$ cat config.mk
export PLATFORM = sky130hd
export DESIGN_NAME = intack_master
export DESIGN_NICKNAME = d
export VERILOG_FILES = /design/src/rtl/intack_master.sv
export SDC_FILE = /design/constraint.sdc
export NUM_CORES = 1
export LEC_CHECK = 0
export CORE_MARGIN = 3
export CORE_UTILIZATION = 42
export DETAILED_ROUTE_END_ITERATION = 6
export GPL_ROUTABILITY_DRIVEN = 0
export PLACE_DENSITY = 0.7
export SYNTH_ARGS = -nofsm -noshare
export SYNTH_HDL_FRONTEND = slang
export SYNTH_SLANG_ARGS = --single-unit
$ cat constraint.sdc
create_clock -name i_clk -period 1.47 [get_ports i_clk]
set_clock_uncertainty 0.15 [all_clocks]
set_input_delay 0.441 -clock i_clk [delete_from_list [all_inputs] [get_ports i_clk]]
set_output_delay 0.441 -clock i_clk [all_outputs]
set_load 0.05 [all_outputs]
$ cat src/rtl/intack_master.sv
// CPU-side 8259A interrupt-acknowledge initiator: issues the two INTA pulses,
// captures the vector during pulse 2 and offers it to the core over valid/ack.
module intack_master #(
   parameter int INTA_LOW    = 2,
   parameter int INTA_GAP    = 2,
   parameter int RECOVER_CYC = 4
) (
   input  logic       i_clk,
   input  logic       i_reset,
   input  logic       i_int,
   input  logic       i_if,
   output logic       o_inta,
   input  logic [7:0] i_data_in,
   input  logic       i_iv_ready,
   output logic [7:0] o_vec,
   output logic       o_vec_valid,
   input  logic       i_vec_ack,
   output logic       o_busy,
   output logic       o_timeout_err
);

   localparam int M1 = (INTA_LOW > INTA_GAP) ? INTA_LOW : INTA_GAP;
   localparam int M2 = (M1 > RECOVER_CYC) ? M1 : RECOVER_CYC;
   localparam int M3 = (M2 > 1) ? M2 : 1;
   localparam int CW = $clog2(M3) + 1;
   localparam logic [CW-1:0] LOW_LOAD = CW'(INTA_LOW - 1);
   localparam logic [CW-1:0] GAP_LOAD = CW'(INTA_GAP - 1);
   localparam logic [CW-1:0] REC_LOAD = CW'((RECOVER_CYC > 0) ? RECOVER_CYC - 1 : 0);

   typedef enum logic [2:0] {IDLE, ACK1, GAP, ACK2, HOLD, RECOVER} state_t;

   state_t        r_state;
   state_t        w_nextState;
   logic          r_sync1;
   logic          r_sync2;
   logic [CW-1:0] r_cnt;
   logic [CW-1:0] w_nextCnt;
   logic          r_inta;
   logic          w_nextInta;
   logic [7:0]    r_vec;
   logic [7:0]    w_nextVec;
   logic          r_vecValid;
   logic          w_nextValid;
   logic          r_timeout;
   logic          w_nextTimeout;
   logic          r_cap;
   logic          w_nextCap;
   logic          w_cntZero;

   assign w_cntZero = (r_cnt == '0);

   always_ff @(posedge i_clk) begin
      if (i_reset) begin
         r_state    <= IDLE;
         r_sync1    <= 1'b0;
         r_sync2    <= 1'b0;
         r_cnt      <= '0;
         r_inta     <= 1'b1;
         r_vec      <= 8'h00;
         r_vecValid <= 1'b0;
         r_timeout  <= 1'b0;
         r_cap      <= 1'b0;
      end else begin
         r_state    <= w_nextState;
         r_sync1    <= i_int;
         r_sync2    <= r_sync1;
         r_cnt      <= w_nextCnt;
         r_inta     <= w_nextInta;
         r_vec      <= w_nextVec;
         r_vecValid <= w_nextValid;
         r_timeout  <= w_nextTimeout;
         r_cap      <= w_nextCap;
      end
   end

   always_comb begin
      w_nextState   = r_state;
      w_nextCnt     = r_cnt;
      w_nextInta    = r_inta;
      w_nextVec     = r_vec;
      w_nextValid   = r_vecValid;
      w_nextTimeout = 1'b0;
      w_nextCap     = r_cap;
      case (r_state)
         IDLE: begin
            if (r_sync2 && i_if) begin
               w_nextState = ACK1;
               w_nextInta  = 1'b0;
               w_nextCnt   = LOW_LOAD;
            end
         end
         ACK1: begin
            if (w_cntZero) begin
               w_nextState = GAP;
               w_nextInta  = 1'b1;
               w_nextCnt   = GAP_LOAD;
            end else begin
               w_nextCnt = r_cnt - CW'(1);
            end
         end
         GAP: begin
            if (w_cntZero) begin
               w_nextState = ACK2;
               w_nextInta  = 1'b0;
               w_nextCnt   = LOW_LOAD;
               w_nextCap   = 1'b0;
            end else begin
               w_nextCnt = r_cnt - CW'(1);
            end
         end
         ACK2: begin
            // Only the first strobe of pulse 2 is kept; a strobe on the exit cycle still counts.
            if (i_iv_ready && !r_cap) begin
               w_nextVec = i_data_in;
               w_nextCap = 1'b1;
            end
            if (w_cntZero) begin
               w_nextInta = 1'b1;
               if (r_cap || i_iv_ready) begin
                  w_nextState = HOLD;
                  w_nextValid = 1'b1;
               end else begin
                  w_nextTimeout = 1'b1;
                  w_nextState   = (RECOVER_CYC > 0) ? RECOVER : IDLE;
                  w_nextCnt     = REC_LOAD;
               end
            end else begin
               w_nextCnt = r_cnt - CW'(1);
            end
         end
         HOLD: begin
            if (i_vec_ack) begin
               w_nextValid = 1'b0;
               w_nextState = (RECOVER_CYC > 0) ? RECOVER : IDLE;
               w_nextCnt   = REC_LOAD;
            end
         end
         RECOVER: begin
            if (w_cntZero) begin
               w_nextState = IDLE;
            end else begin
               w_nextCnt = r_cnt - CW'(1);
            end
         end
         default: begin
            w_nextState = IDLE;
            w_nextInta  = 1'b1;
         end
      endcase
   end

   assign o_inta        = r_inta;
   assign o_vec         = r_vec;
   assign o_vec_valid   = r_vecValid;
   assign o_busy        = (r_state != IDLE);
   assign o_timeout_err = r_timeout;

endmodule
== Yosys cells after proc, flatten, opt, wreduce, memory -nomap -nowiden ==
Cells that the tools add are included.

* Flip-flop bits (word level): 20
* Input bits: 14
* Output and inout bits: 12
* Word-level logic and storage cells: 74

* Reductions and logical operators: 20
* Muxes and demuxes: 25
* Equal/unequal tests: 16
* Bitwise gates (word level): 3
* Add/subtract/negate cells: 1

{| class="wikitable"
|+ Operators by type and width
! kind !! number
|-
| 3-bit two-way mux || 11
|-
| 2-bit != test, second input constant || 9
|-
| 3-bit one-hot mux with 6 select lines || 1
|-
| 3-bit one-hot mux with 5 select lines || 1
|-
| 1-bit two-way mux || 9
|-
| 4-bit AND reduction || 2
|-
| 3-bit by 2-bit == test with 1-bit output, second input constant || 2
|-
| 3-bit == test, second input constant || 2
|-
| 3-bit logical NOT || 2
|-
| 6-bit AND reduction || 1
|-
| 2-bit OR reduction || 3
|-
| 5-bit AND reduction || 1
|-
| 5-bit nonzero test || 1
|-
| 1-bit one-hot mux with 2 select lines || 2
|-
| 1-bit one-hot mux with 4 select lines || 1
|-
| 2-bit nonzero test || 2
|-
| 3-bit by 1-bit == test with 1-bit output, second input constant || 1
|-
| 3-bit != test, second input constant || 1
|-
| 1-bit inverter || 3
|-
| 3-bit AND reduction || 1
|-
| 3-bit nonzero test || 1
|-
| 3-bit OR reduction || 1
|-
| 3-bit by 1-bit subtractor with 3-bit output, second input constant || 1
|-
| 1-bit logical AND || 2
|-
| 4 further kinds || 4
|}

== Logic depth before layout (Yosys ltp) ==
* Word-level depth: 4
* Mapped depth: 6
* Depth with buffers taken out: 6

== Least setup slack after synthesis ==
Ideal clock, no wire load.

* Kind: register -> output
* From: register r_state[2]
* To: output port o_busy
* Cell stages (with the launch flop): 3
* Data arrival time: 1045 ps
* Path buffers: 1
* Setup slack: -166 ps
* Required time: 879 ps
* Cells stage by stage: dfxtp_1 buf_2 or3_1

* Cells in the longest elaborated chain, start to end: 1

{| class="wikitable"
|+ Ends and longest elaborated chain
! what !! line !! text
|-
| start: declaration || 32 || <nowiki>state_t r_state;</nowiki>
|-
| start signal: assignment || 64 || <nowiki>r_state <= w_nextState;</nowiki>
|-
| 3-bit nonzero test || 155 || <nowiki>assign o_busy = (r_state != IDLE);</nowiki>
|-
| end: declaration || 18 || <nowiki>output logic o_busy,</nowiki>
|}

No other way between the ends.

== Worst setup path in the final report ==
* From: register r_state[1]
* To: output port o_busy

The elaborated chain is that of the path after synthesis.

==> out/results.ini <==
[cts]
root_buffer = clkbuf_4
cts_max_level = 1
cts_hold_buf = 0
cts.sinks = 20
clockBufferDepth = 2
cts_buffers = 3
clkLatencyLatePin_ps = 300
clk_pin_slew_ps = 100
cts_tree = yes

[cells_and_area]
diodes = 0
fin_area_sq_um = 1702
fillers = 125
drive_above_1_share_pct = 44.59
final_core_util_pct = 82.52
fin_nets = 175
syn_to_final_growth_pct = 75.71

[critical_path]
worst_ep_required_time_ps = 880
crit_type = reg -> out
critPathMaxFanout = 2
path_cells = or3_4 -> buf_12
slowest_delay_ps = 390
end_kind = output port
cp_num_buf_inv = 1
path_delay_family = simple AND/OR/NAND/NOR gates
reg2regPathDepth = 6
cp_num_cells = 2
slowest_stage = or3_4
arrival_ps = 1210
r2r_setup_slack_ps = -170
cp-start-kind = flop

[placed_design]
placed_cell_area_sq_um = 1555
portBuffers = 25
dpl.hpwl_um = 1986

[grt]
antenna_found_initial = 0
overflow = 0
grt_util_all_layers_pct = 20.70
grt_max_degree = 11
grt_first_pass_wirelength_um = 4360
grt_pass1_vias = 964

[timing]
fin_crit_ps = 1799
rsz0062_at_grt = true
setup_viol = 15
fmax_mhz = 555.9
post-route-period-util_pct = 122.4
tightest_slew_ps = 285.6
hold_violations = 0
slew_violations = 0
slew_headroom_pct = 80.93
setup_slack_ps = -328.9

[die]
row_count = 16
design.core.area_sq_um = 2062
boundaryPins = 26
die_h_um = 54.02
initial_core_util_pct = 46.97
die-width_um = 54.02
die_area_sq_um = 2918

[logic_synthesis]
synth.distinct_cells = 34
synth-warning-count = 0
synth_seq_area_share_pct = 41.34
synth_area_per_cell_sq_um = 9.051
synth-edff-count = 0
ys.flop_type = dfxtp_1
syn_nets = 123
syn-cell-area_sq_um = 968.4
syn_inst = 107
synth-seq-cells = 20
ys_async_sr_fraction_pct = 0

[drt]
vias_per_cell = 5.386
routed_wl_um = 2999
drc = 0
drt_iter0_markers = 19
vias = 991
ant_nets = 0
firstDrtPassIters = 4
wl_per_cell_um = 16.30

[power]
peakVddDrop_mv = 1.792
p_leak_nw = 0.6791
powerDensity_nw_per_um2 = 1752

[min_path]
worst_hold_path_type = reg -> reg
holdPathStages = 1

[run_status]
status = complete, but fails checks
violations = negative setup slack

[run]
cap_violations = 0

[power by group]
group	internal, mW	switching [mW]
Clock	0.0955	0.160
Combinational	1.03	0.934
Sequential	0.662	0.101
Total	1.79	1.20
[final cells by class]
| type | instances | area, sq um | area share, % |
|---|---|---|---|
| Inverter | 6 | 22.52 | 1.324 |
| Multi-Input combinational cell | 75 | 588.1 | 34.56 |
| Clock buffer | 3 | 22.52 | 1.324 |
| Sequential cell | 20 | 420.4 | 24.71 |
| Tap cell | 27 | 33.78 | 1.985 |
| Timing Repair Buffer | 53 | 614.3 | 36.10 |
[logic make-up after synthesis]
| group | Yosys count | share of synthesized area, % |
|---|---|---|
| xor+xnor | 1 | 0.9046 |
| mux | 9 | 9.303 |
| flops | 20 | 41.34 |
| fa+ha+maj | 2 | 2.584 |
| buf+inv | 12 | 6.459 |
| compound gates | 26 | 17.96 |
| simple gates | 37 | 21.45 |
[layout by cell type (no fill, tap or decap), types with 2 or more instances in the layout]
cell,count
mux2i_1,8
inv_1,3
clkbuf_4,3
nand2_1,3
inv_2,3
a31oi_1,2
buf_6,2
dfxtp_1,10
dfxtp_2,7
buf_4,24
a21oi_1,6
nor2_1,14
dfxtp_4,3
nand3b_1,2
o21ai_0,3
buf_12,14
a211o_1,3
nor3_2,2
clkdlybuf4s50_1,11
nor2b_1,6
o21ai_1,3
o21bai_1,2
[stage by stage]
stage                     setup WS, ps  hold WS, ps  setup TNS (ps)  power, mW  cells
after floorplan                 -68.13        263.8          -122.1      1.637    107
after global placement          -496.9        278.2           -6207      2.300    177
after detailed placement        -561.7        296.6           -6727      2.368    177
after CTS                       -339.3        317.1           -1687      2.750    182
after global routing            -356.6        338.8           -3026      3.146    184
final                           -328.9        315.3           -1981      2.981    184
[registers in the layout (all words and copies together), names as in the netlist]
name,count
o_vec,8
r_cap,1
r_state,3
r_cnt,3
r_sync2,1
o_timeout_err,1
r_sync1,1
o_vec_valid,1
o_inta,1
[final timing paths]
| kind | start | end |
|---|---|---|
| min reg2reg | r_sync1$_SDFF_PP0_ | r_sync2$_SDFF_PP0_ |
| min | r_sync1$_SDFF_PP0_ | r_sync2$_SDFF_PP0_ |
| max | r_state[1]$_SDFFE_PP0P_ | o_busy |
| max reg2reg | r_state[1]$_SDFFE_PP0P_ | r_state[0]$_SDFFE_PP0P_ |
[synthesized netlist by cell type, drive strengths merged, types with 3 or more instances]
cell / instances / area share [%]
a211o: 3 / 2.7
a21oi: 7 / 3.6
buf: 5 / 3.7
dfxtp: 20 / 41
inv: 6 / 2.3
mux2i: 9 / 9.3
nand2: 3 / 1.2
nand2b: 3 / 2.2
nor2: 15 / 5.8
nor2b: 6 / 3.9
nor3: 3 / 1.5
o21ai: 6 / 3.1
[per-layer routing]
metal | up-vias | wire (um) | global-route usage [%]
li1 | 474 | - | -
met1 | 479 | 1183 | 24.08
met2 | 30 | 1619 | 37.30
met3 | 8 | 150 | 4.709
met4 | 0 | 46 | 6.224
met5 | - | 0 | 0
[what timing repair did]
item                                    CTS  global route
gates resized for setup                  14            17
buffers inserted                          3             2
endpoints found under the setup margin   18            22
pin swaps                                 7             6
Power figures use the tool's default switching activity.
